**src/rtl/riscv_pkg.sv**
```systemverilog
// Shared core definitions: RV32 major opcodes, halt FSM encoding, default halt words.
package riscv_pkg;

    localparam logic [6:0] OPC_LOAD   = 7'b0000011;
    localparam logic [6:0] OPC_OP_IMM = 7'b0010011;
    localparam logic [6:0] OPC_AUIPC  = 7'b0010111;
    localparam logic [6:0] OPC_STORE  = 7'b0100011;
    localparam logic [6:0] OPC_OP     = 7'b0110011;
    localparam logic [6:0] OPC_LUI    = 7'b0110111;
    localparam logic [6:0] OPC_BRANCH = 7'b1100011;
    localparam logic [6:0] OPC_JALR   = 7'b1100111;
    localparam logic [6:0] OPC_JAL    = 7'b1101111;

    localparam logic [31:0] DEF_HALT_INST0 = 32'h00008067;
    localparam logic [31:0] DEF_HALT_INST1 = 32'h00c00093;

    typedef enum logic [1:0] {
        HS_RUN    = 2'd0,
        HS_ARMED  = 2'd1,
        HS_HALTED = 2'd2
    } halt_state_t;

endpackage

```
**src/rtl/riscv_halt_detect.sv**
```systemverilog
// Halt-sequence detector: tracks HALT_INST0 followed by HALT_INST1 across retired instructions.
// Latency 1 (halted registered); no backpressure, valid is a pure strobe.
// HALTED is terminal until RSTn; bubbles never break an armed sequence.
module riscv_halt_detect
    import riscv_pkg::*;
#(
    parameter logic [31:0] HALT_INST0 = DEF_HALT_INST0,
    parameter logic [31:0] HALT_INST1 = DEF_HALT_INST1
) (
    input  logic        CLK,
    input  logic        RSTn,
    input  logic        valid,
    input  logic [31:0] inst,
    output logic        halted
);

    halt_state_t state, state_nxt;

    always_ff @(posedge CLK) begin
        if (!RSTn) state <= HS_RUN;
        else       state <= state_nxt;
    end

    always_comb begin
        state_nxt = state;
        if (valid) begin
            case (state)
                HS_RUN: begin
                    if (inst == HALT_INST0) state_nxt = HS_ARMED;
                end
                HS_ARMED: begin
                    if (inst == HALT_INST1)      state_nxt = HS_HALTED;
                    else if (inst == HALT_INST0) state_nxt = HS_ARMED;
                    else                         state_nxt = HS_RUN;
                end
                HS_HALTED: state_nxt = HS_HALTED;
                default:   state_nxt = HS_RUN;
            endcase
        end
    end

    assign halted = (state == HS_HALTED);

endmodule

```
**src/rtl/riscv_retire_unit.sv**
```systemverilog
// Retirement observation port: instruction count, visible result mux and halt detection.
// Latency 1 (all outputs registered); no backpressure, one retire per cycle accepted.
// Once halted, RET_VALID is ignored and every output freezes until RSTn.
module riscv_retire_unit
    import riscv_pkg::*;
#(
    parameter logic [31:0] HALT_INST0 = DEF_HALT_INST0,
    parameter logic [31:0] HALT_INST1 = DEF_HALT_INST1,
    parameter int          CNT_W      = 32
) (
    input  logic             CLK,
    input  logic             RSTn,
    input  logic             RET_VALID,
    input  logic [31:0]      RET_INST,
    input  logic [31:0]      RET_RD_DATA,
    input  logic [31:0]      RET_MEM_ADDR,
    input  logic             RET_BR_TAKEN,
    output logic [CNT_W-1:0] NUM_INST,
    output logic [31:0]      OUTPUT_PORT,
    output logic             HALT
);

    logic        halted;
    logic        accept;
    logic        out_upd;
    logic [31:0] out_nxt;

    riscv_halt_detect #(
        .HALT_INST0 (HALT_INST0),
        .HALT_INST1 (HALT_INST1)
    ) u_halt_detect (
        .CLK    (CLK),
        .RSTn   (RSTn),
        .valid  (accept),
        .inst   (RET_INST),
        .halted (halted)
    );

    assign accept = RET_VALID & RSTn & ~halted;
    assign HALT   = halted;

    // Opcodes without an architecturally visible result leave the port untouched.
    always_comb begin
        out_upd = 1'b1;
        out_nxt = RET_RD_DATA;
        case (RET_INST[6:0])
            OPC_OP, OPC_OP_IMM, OPC_LUI, OPC_AUIPC,
            OPC_LOAD, OPC_JAL, OPC_JALR: out_nxt = RET_RD_DATA;
            OPC_STORE:                   out_nxt = RET_MEM_ADDR;
            OPC_BRANCH:                  out_nxt = {31'b0, RET_BR_TAKEN};
            default:                     out_upd = 1'b0;
        endcase
    end

    always_ff @(posedge CLK) begin
        if (!RSTn) begin
            NUM_INST    <= '0;
            OUTPUT_PORT <= '0;
        end else if (accept) begin
            NUM_INST <= NUM_INST + CNT_W'(1);
            if (out_upd) OUTPUT_PORT <= out_nxt;
        end
    end

endmodule

```
**config.mk**
```make
export PLATFORM = sky130hd
export DESIGN_NAME = riscv_retire_unit
export DESIGN_NICKNAME = d
export VERILOG_FILES = /design/src/rtl/riscv_pkg.sv /design/src/rtl/riscv_halt_detect.sv /design/src/rtl/riscv_retire_unit.sv
export SDC_FILE = /design/constraint.sdc
export NUM_CORES = 1
export LEC_CHECK = 0
export BUFFER_PORTS_ARGS = -buffer_cell sky130_fd_sc_hd__buf_2
export CAP_MARGIN = 10
export CORE_ASPECT_RATIO = 1.4
export CORE_MARGIN = 5
export CORE_UTILIZATION = 23
export CTS_BUF_LIST = sky130_fd_sc_hd__clkbuf_2
export DETAILED_ROUTE_END_ITERATION = 16
export PLACE_DENSITY = 0.43
export SLEW_MARGIN = 0
export SYNTH_ARGS = -nofsm -noshare
export SYNTH_HDL_FRONTEND = slang
export SYNTH_SLANG_ARGS = --single-unit
```
**constraint.sdc**
```tcl
create_clock -name CLK -period 3.5 [get_ports CLK]
set_input_delay 1.05 -clock CLK [delete_from_list [all_inputs] [get_ports CLK]]
set_output_delay 1.05 -clock CLK [all_outputs]
set_load 0.01 [all_outputs]
```
; ---- Yosys cells after proc, flatten, opt, wreduce, memory -nomap -nowiden
; Index checks and enable logic that the tools add are counted.
[totals]
ff_bits = 66
input_bits = 100
[op_classes]
addsub = 1
eq_ne = 14
mux = 6
bitwise_logic = 3
n_reduce_logical = 4
[ops]
columns = cell, n
row1 = 32-bit case mux with 2 select lines, 1
row2 = "32-bit by 1-bit adder with 32-bit output, second input constant", 1
row3 = "32-bit by 16-bit equality test with 1-bit output, second input constant", 1
row4 = "32-bit by 24-bit equality test with 1-bit output, second input constant", 1
row5 = "7-bit by 6-bit equality test with 1-bit output, second input constant", 3
row6 = "7-bit equality test, second input constant", 3
row7 = "7-bit by 5-bit equality test with 1-bit output, second input constant", 2
row8 = 9-bit OR reduction, 1
row9 = "7-bit by 2-bit equality test with 1-bit output, second input constant", 1
row10 = 2-bit case mux with 3 select lines, 1
row11 = 2-bit two-way mux, 2
row12 = 2-bit AND reduction, 2
row13 = 1-bit bitwise AND, 2
row14 = "2-bit by 1-bit equality test with 1-bit output, second input constant", 1
row15 = "2-bit equality test, second input constant", 1
row16 = 2-bit logical NOT, 1
row17 = 1-bit two-way mux, 2
row18 = "2-bit by 1-bit inequality test with 1-bit output, second input constant", 1
row19 = 1-bit NOT, 1

; ---- Depth between registers and ports, before layout
; Gate-level depths: netlist of the first run.
[logic_depth]
word_depth = 4
depth_mapped = 7
mapped_depth_nobuf = 6

; ---- Hierarchy
; A second synthesis of the first run with hierarchy kept.
[hier_totals]
cells_unflattened = 372
area_unflattened_um2 = 3354.5
[modules_own_cells]
columns = mod, instances, cells_each, area_each_um2, seq_area_each_um2
row1 = riscv_retire_unit, 1, 349, 3156.8, 1281.2
row2 = riscv_halt_detect, 1, 23, 197.7, 40.0

; ---- Worst setup path before layout of the first run
; Ideal clock, no wire load.
[synth_timing]
path_kind = input to register
from = input RET_INST[4]
to = register OUTPUT_PORT[0]
setup_ns = 0.128
arrival_ns = 2.334
required_ns = 3.372
slack_ns = 1.038
stages = 7
path_cell_list = and4b_1 > clkbuf_1 > o21ai_1 > a21boi_2 > buf_2 > mux2i_1 > nor2_1
[synth_between]
elab_chain_len = 4
elab_cells_between_ends = 13
cone_classes = eq/ne: 9 / mux: 2 / reduce/logical: 2
[synth_lines]
columns = element, line
row1 = start: declaration, riscv_retire_unit.sv:14  ; input logic [31:0] RET_INST,
row2 = 7-bit equality test (tied with other cells), riscv_retire_unit.sv:46  ; case (RET_INST[6:0])
row3 = 9-bit OR reduction (no line), --
row4 = 1-bit two-way mux, riscv_retire_unit.sv:46
row5 = 2-bit AND reduction (no line), --
row6 = end signal: assignment, riscv_retire_unit.sv:61  ; if (out_upd) OUTPUT_PORT <= out_nxt;
row7 = end: declaration, riscv_retire_unit.sv:19  ; output logic [31:0] OUTPUT_PORT,
; Several ways; a longest one is shown, not always the timed one.
; A chain may end at the register's enable or synchronous reset.

; ---- Final worst setup path of the first run
[layout_timing]
from = register u_halt_detect.state[1]
to = output HALT
[layout_between]
elab_chain_len = 1
[layout_lines]
columns = element, line
row1 = start: declaration, riscv_halt_detect.sv:17  ; halt_state_t state, state_nxt;
row2 = start signal: assignment, riscv_halt_detect.sv:21  ; else state <= state_nxt;
row3 = 2-bit equality test, riscv_halt_detect.sv:42  ; assign halted = (state == HS_HALTED);
row4 = end: declaration, riscv_retire_unit.sv:20  ; output logic HALT
; No other way between the ends.

==> key figures, run 1 <==
CTS
  • Post-cts resize count: 0
  • Root buffer cell: clkbuf_2
  • Max Buffers Root-to-Sink: 2
  • # H-tree levels: 3
  • Clk_lat worst skew: 0.49 ns
  • TritonCTS clock tree: built
  • Post-CTS Setup Repair Bufs: 0
  • Clk pin slew, worst setup/hold paths: 0.16 ns
  • Hold-fix buffers, CTS: 0
  • CTS sink cnt: 66
  • CTS Buf Count: 9

Drt
  • Total wire length: 11100 um
  • Routed len/inst: 15.4 um
  • Drt initial violations: 145
  • Antenna-violating nets left: 0
  • Vias per inst: 4.75
  • TritonRoute pass-1 iters: 4
  • DRC Markers: 0
  • Total via count after detailed routing: 3406

Placement
  • Port Buffers: 164
  • GP Congestion: 0.763
  • Post-DP HPWL: 8360 um

Synthesis
  • Synthesized area: 3190 um2
  • Synth unique cells: 38
  • EDFF count, synth: 0
  • Cell taking the most area after synthesis: dfxtp_1
  • Mapped Nets: 472
  • Gate Count Post-Synth: 371
  • Synth Flop Type: dfxtp_1
  • #FFs+latches synth: 66
  • Syn. warnings: 0
  • Yosys top cell area share: 41.5%
  • Seq/Total Area, Yosys: 41.5%
  • Synth top area cells: dfxtp_1 41%, nand4b_1 9.1%, a311oi_1 8.5%
  • Syn Area/Cell: 8.59 um2
  • FFs w/ async S/R, synth: 0%

Global routing
  • Largest net degree at the start of global routing: 56
  • Global route overflow: 0
  • Number of global-route vias before repair: 3463
  • Gr usage total: 13.5%
  • Initial antenna violation count: 0
  • Global-route wire length before repair: 17200 um

Worst setup path
  • Worst-path cell chain: or2b_2 > inv_2 > buf_2
  • Delay-heaviest family, CP: flip-flops
  • Maximum net fanout on the critical path: 4
  • CP Capture Type: output port
  • Critical path data required time: 2.45 ns
  • Crit path launch type: flop
  • CP max-delay cell: dfxtp_1
  • Crit path buffers/inverters: 2
  • Critical path class: reg -> out
  • CP peak stage delay: 0.41 ns
  • Critical path arrival: 1.47 ns

Die
  • Die Height: 149 um
  • Starting density of the core: 23.1%
  • Die Width: 109 um
  • Row Count: 51
  • DIE AREA: 16300 um2
  • Core ar.: 13800 um2
  • I/O pin total: 165

STA
  • Worst-Margin Slew: 0.557 ns
  • Hold Fails Final Rpt: 0
  • Final Skew: 0.0378 ns
  • Rel. slew slack: 62.9%
  • Fin crit share: 72.0%
  • Fmax: 397 MHz
  • Final setup viols: 0
  • Setup_tns: 0 ns
  • RSZ-0062 raised after global routing: false
  • Slew Limit Fails: 0
  • Minimum clock period: 2.52 ns
  • Tightest hold margin: 0.502 ns

Pwr
  • Pwr dens: 325 nW/um2
  • Worst vdd ir: 0.000158 V
  • Pwr Total: 1.42 mW
  • Static leakage: 1.93 nW

Flow run
  • Max-Cap Viols: 0

Finish
  • Antenna cells: 0
  • # nets final: 629
  • Fillers: 1527
  • Synthesis-to-layout area growth: 36.8%
  • Layout cells sized above 1: 36.7%

Min path
  • Worst Hold Class: reg -> reg

Status
  • Status: completed
==> final cells by class <==
| type | count | area, um2 | share of cell area, % |
|---|---|---|---|
| multi-input cells | 276 | 1760 | 40.4 |
| repair buffers | 173 | 913 | 21.0 |
| clock inverters | 4 | 67.6 | 1.55 |
| clock buffers | 11 | 55.1 | 1.26 |
| inverters | 2 | 7.51 | 0.172 |
| flip-flops and latches | 66 | 1320 | 30.3 |
| well taps | 185 | 231 | 5.31 |
==> where the power goes <==
part	switching [mW]	internal [mW]	leakage, nW
logic	0.0774	0.0716	1.32
clock network	0.266	0.235	0.0771
registers	0.00575	0.761	0.532
total	0.349	1.07	1.93
==> metrics by stage <==
| step | instances | setup slack (ns) | cell area, um2 | util [%] |
|---|---|---|---|---|
| 2_1_floorplan | 371 | 1.04 | 3190 | - |
| 3_3_place_gp | 702 | 0.683 | 4240 | 30.7 |
| 3_5_place_dp | 702 | 0.650 | 4240 | 30.7 |
| 4_1_cts | 717 | 0.879 | 4360 | 31.6 |
| 5_1_grt | 717 | 0.819 | 4360 | 31.6 |
| 6_report | 717 | 0.981 | 4360 | 31.6 |
==> Yosys cell counts (2+ instances only) <==
cell	instances
or3_1	4
mux2i_1	5
inv_2	2
nand4_1	11
dfxtp_1	66
nor3_1	2
and4_1	6
xnor2_1	5
o31ai_1	3
and3_1	8
nand4b_1	33
a311oi_1	31
o21ai_0	7
and2_1	5
nand2_1	49
a21oi_1	5
nor4_1	5
o211ai_1	3
nor2_1	54
clkbuf_1	24
buf_2	3
nand3_1	9
xor2_1	16
==> final timing paths <==
path                               start            to  slack [ns]  depth (start not counted)
setup / recovery  u_halt_detect.state[1]          HALT        0.98                          3
hold / removal              NUM_INST[24]  NUM_INST[24]        0.50                          1
setup reg to reg             NUM_INST[3]  NUM_INST[25]        1.38                          5
hold reg to reg             NUM_INST[24]  NUM_INST[24]        0.50                          1
==> worst register-to-register path, stage by stage (launching register included) <==
cell	delay, ns
dfxtp_1	0.46
and4_1	0.27
and3_1	0.53
nand3_2	0.25
or3_1	0.40
a21oi_1	0.14
==> state kept, by name (all words and copies together), names as in the netlist <==
signal / cells
NUM_INST: 32
OUTPUT_PORT: 32
u_halt_detect.state: 2
==> layer usage <==
| metal | up-vias | global-route usage [%] | part of all wire [%] |
|---|---|---|---|
| met5 | - | 0 | 0 |
| met1 | 1573 | 15.8 | 41 |
| met2 | 134 | 23.1 | 50 |
| met4 | 0 | 3.74 | 0.80 |
| met3 | 7 | 4.63 | 8.6 |
| li1 | 1692 | - | - |
==> cells in the final DEF (no fill, tap or decap), types with 5 or more instances in the layout <==
cell	synthesis	layout
nand3_1	9	9
nor2_1	54	53
mux2i_1	5	5
and2_1	5	5
nand4_1	11	11
xnor2_1	5	5
buf_4	0	7
o21ai_0	7	7
xor2_1	16	16
and3_1	8	8
nand2_1	49	49
clkbuf_2	0	11
a311oi_1	31	31
and4_1	6	6
buf_2	3	164
dfxtp_1	66	66
nand4b_1	33	33
nor4_1	5	5
a21oi_1	5	5
==> logic make-up (layout without fill, tap and decap cells) <==
kind of cell | after synthesis | after routing | synth area share, %
AO/OA/AOI/OAI | 54 | 54 | 13.0
XOR/XNOR | 21 | 21 | 5.77
adder cells (fa/ha/maj) | 1 | 1 | 0.393
buffers and inverters | 29 | 190 | 3.54
flip-flops | 66 | 66 | 41.5
multiplexers | 5 | 5 | 1.57
AND/OR/NAND/NOR | 195 | 195 | 34.2
Power figures use the tool's default switching activity.
==> run 2: changes to the inputs <==
--- a/config.mk
+++ b/config.mk
@@ -5,6 +5,7 @@
 export SDC_FILE = /design/constraint.sdc
 export NUM_CORES = 1
 export LEC_CHECK = 0
+export ABC_AREA = 1
 export BUFFER_PORTS_ARGS = -buffer_cell sky130_fd_sc_hd__buf_2
 export CAP_MARGIN = 10
 export CORE_ASPECT_RATIO = 1.4
==> constraint.sdc (replaced) <==
create_clock -name CLK -period 2.03 [get_ports CLK]
set_input_delay 0.609 -clock CLK [delete_from_list [all_inputs] [get_ports CLK]]
set_output_delay 0.609 -clock CLK [all_outputs]
set_load 0.01 [all_outputs]
==> run 2 against run 1 <==
  * Cell area increased by 19%
  * Die area increased by 24%
  * Register-to-register slack got worse by 1.1 ns
  * Worst hold slack got worse by 0.15 ns
  * Critical endpoint unchanged
  * Largest cell class unchanged
  * Highest routed layer unchanged
==> key figures, run 2 <==
Status
  • Status: completed

Pwr
  • Pwr dens: 467 nW/um2
  • Pwr Total: 2.43 mW
  • Static leakage: 2.61 nW
  • Worst vdd ir: 0.000164 V

Finish
  • Largest regs: NUM_INST x32, OUTPUT_PORT x32, u_halt_detect.state x2
  • Fillers: 2037
  • Commonest cells after routing, fill and taps aside: 206 x nand2_1, 164 x buf_2, 137 x nor2_1
  • Cell area after layout: 5200 um2
  • Reg area: 1320 um2
  • # nets final: 902
  • Synthesis-to-layout area growth: 29.6%
  • Fin cells: 1044
  • Layout cells sized above 1: 28.6%
  • Most common cell after layout, fill and taps aside: nand2_1
  • Multi-input combinational cell area: 2290 um2

STA
  • Rel. slew slack: 72.5%
  • Slew Limit Fails: 0
  • Setup_tns: 0 ns
  • Final Skew: 0.0331 ns
  • Final setup viols: 0
  • Worst-Margin Slew: 0.412 ns
  • Hold Fails Final Rpt: 0
  • Minimum clock period: 1.86 ns
  • RSZ-0062 raised after global routing: false
  • Fin crit share: 91.8%
  • Fmax: 536 MHz

Placement
  • Placed Instance Area: 5090 um2
  • Placed cell count: 1026
  • GP Congestion: 0.767
  • Post-DP HPWL: 10400 um
  • Port Buffers: 164

Drt
  • Drt initial violations: 154
  • TritonRoute pass-1 iters: 4
  • Total wire length: 13200 um
  • Routed len/inst: 12.7 um
  • DRC Markers: 0
  • Total via count after detailed routing: 4296
  • Antenna-violating nets left: 0
  • Vias per inst: 4.11

Synthesis
  • Cell taking the most area after synthesis: dfxtp_1
  • #FFs+latches synth: 66
  • FFs w/ async S/R, synth: 0%
  • Syn. warnings: 0
  • Gate Count Post-Synth: 636
  • Syn Area/Cell: 6.31 um2
  • Synth unique cells: 35
  • Yosys top cell area share: 32.9%
  • Synth top area cells: dfxtp_1 33%, nand2_1 19%, nor2_1 13%
  • Most common cell in the netlist: nand2_1
  • EDFF count, synth: 0
  • Synthesized area: 4010 um2
  • Seq/Total Area, Yosys: 32.9%
  • Mapped Nets: 737
  • Synth Flop Type: dfxtp_1
  • Commonest cells in the netlist: 206 x nand2_1, 137 x nor2_1, 66 x dfxtp_1, 55 x inv_1, 32 x nand3b_1

CTS
  • Clk_lat worst skew: 0.55 ns
  • Root buffer cell: clkbuf_2
  • CTS sink cnt: 66
  • CTS Buf Count: 9
  • Max Buffers Root-to-Sink: 2
  • # H-tree levels: 3
  • TritonCTS clock tree: built
  • Post-CTS Setup Repair Bufs: 0
  • Hold-fix buffers, CTS: 0
  • Clk pin slew, worst setup/hold paths: 0.19 ns
  • Post-cts resize count: 0

Die
  • Die Width: 122 um
  • Row Count: 57
  • Starting density of the core: 23.2%
  • Core ar.: 17300 um2
  • I/O pin total: 165
  • Die Height: 166 um
  • DIE AREA: 20200 um2

Worst setup path
  • Crit. Startpoint: u_halt_detect.state[1]
  • Maximum net fanout on the critical path: 4
  • Crit path buffers/inverters: 2
  • Reg2Reg Depth: 9
  • Delay-heaviest family, CP: flip-flops
  • Critical path data required time: 1.42 ns
  • Critical path arrival: 1.25 ns
  • CP peak stage delay: 0.43 ns
  • Worst-path cell chain: nand2_2 > inv_1 > buf_2
  • Critical path class: reg -> out
  • Crit path launch type: flop
  • Reg-to-reg critical path endpoint: NUM_INST[30]
  • CP max-delay cell: dfxtp_1
  • Reg2reg start: NUM_INST[0]
  • CP Capture Type: output port
  • Reg2reg setup slack: 0.31 ns

Flow run
  • Max-Cap Viols: 0

Min path
  • Hold path cells: 3
  • Worst Hold End: u_halt_detect.state[0]
  • Worst Hold Class: in -> reg
  • Min-delay src: RET_VALID

Global routing
  • Gr usage total: 13.1%
  • Number of global-route vias before repair: 4188
  • Global-route wire length before repair: 21100 um
  • Global route overflow: 0
  • Initial antenna violation count: 3
  • Largest net degree at the start of global routing: 38
run 2: changes by cell type in the layout (fill, tap and decap cells not counted), moves of 15 or more:
cell	delta
nand3b_1	+31
nor2_1	+84
nand2_1	+157
a311oi_1	-31
nand4b_1	-33
inv_1	+55
a21oi_1	+15
run 2: area by class of cell:
cell class              count  share of cell area (%)
multi-input cells         486                    44.0
well taps                 236                    5.68
repair buffers            177                    18.4
clock inverters             3                   0.794
diodes                      3                   0.144
flip-flops and latches     66                    25.4
clock buffers              12                    1.16
inverters                  61                    4.40
run 2: worst register-to-register path, stage by stage, from the launching register on:
cell and delay, ns:
dfxtp_1 0.42, ha_1 0.21, nand3_2 0.16, nor2_8 0.19, nand2_1 0.11, nor2_1 0.19, nand2_1 0.15, o21ai_1 0.14
nand2_1 0.06, nor2_1 0.08
run 2: how the worst max path moves through the flow:
stage | slack, ns | depth (start not counted) | endpoint
CTS | 0.07 | 3 | HALT
global placement | 0.11 | 12 | NUM_INST[29]
finish | 0.17 | 3 | HALT
detailed placement | 0.12 | 9 | OUTPUT_PORT[8]
global route | 0.04 | 3 | HALT
floorplan | 0.35 | 12 | NUM_INST[28]
run 2: per-stage QoR:
| step | hold slack, ns | utilization, % | worst slack, ns |
|---|---|---|---|
| floorplan | 0.483 | - | 0.354 |
| global placement | 0.444 | 29.5 | 0.114 |
| detailed placement | 0.452 | 29.5 | 0.120 |
| CTS | 0.272 | 30.1 | 0.0682 |
| global route | 0.292 | 30.1 | 0.0433 |
| finish | 0.352 | 30.1 | 0.166 |
run 2: layer usage:
layer | track usage [%] | vias to the layer above | wire length (um)
li1 | - | 2306 | -
met1 | 15.1 | 1856 | 5430
met2 | 23.2 | 116 | 6660
met3 | 3.71 | 18 | 854
met4 | 4.34 | 0 | 286
met5 | 0 | - | 0
run 2: logic make-up (layout without fill, tap and decap cells):
family / after synthesis / in the layout / synth area share [%]
compound gates: 47 / 47 / 7.05
xor+xnor: 3 / 3 / 0.655
fa+ha+maj: 1 / 1 / 0.312
buf+inv: 84 / 253 / 9.98
flops: 66 / 66 / 32.9
other cells: 0 / 3 / 0
simple gates: 435 / 435 / 49.0
run 2: where the power goes:
| group | switching, mW | internal [mW] | total (mW) | leakage [nW] |
|---|---|---|---|---|
| combinational | 0.175 | 0.150 | 0.325 | 2.02 |
| clock | 0.494 | 0.289 | 0.783 | 0.0657 |
| sequential | 0.00811 | 1.31 | 1.32 | 0.532 |
| total | 0.677 | 1.75 | 2.43 | 2.61 |
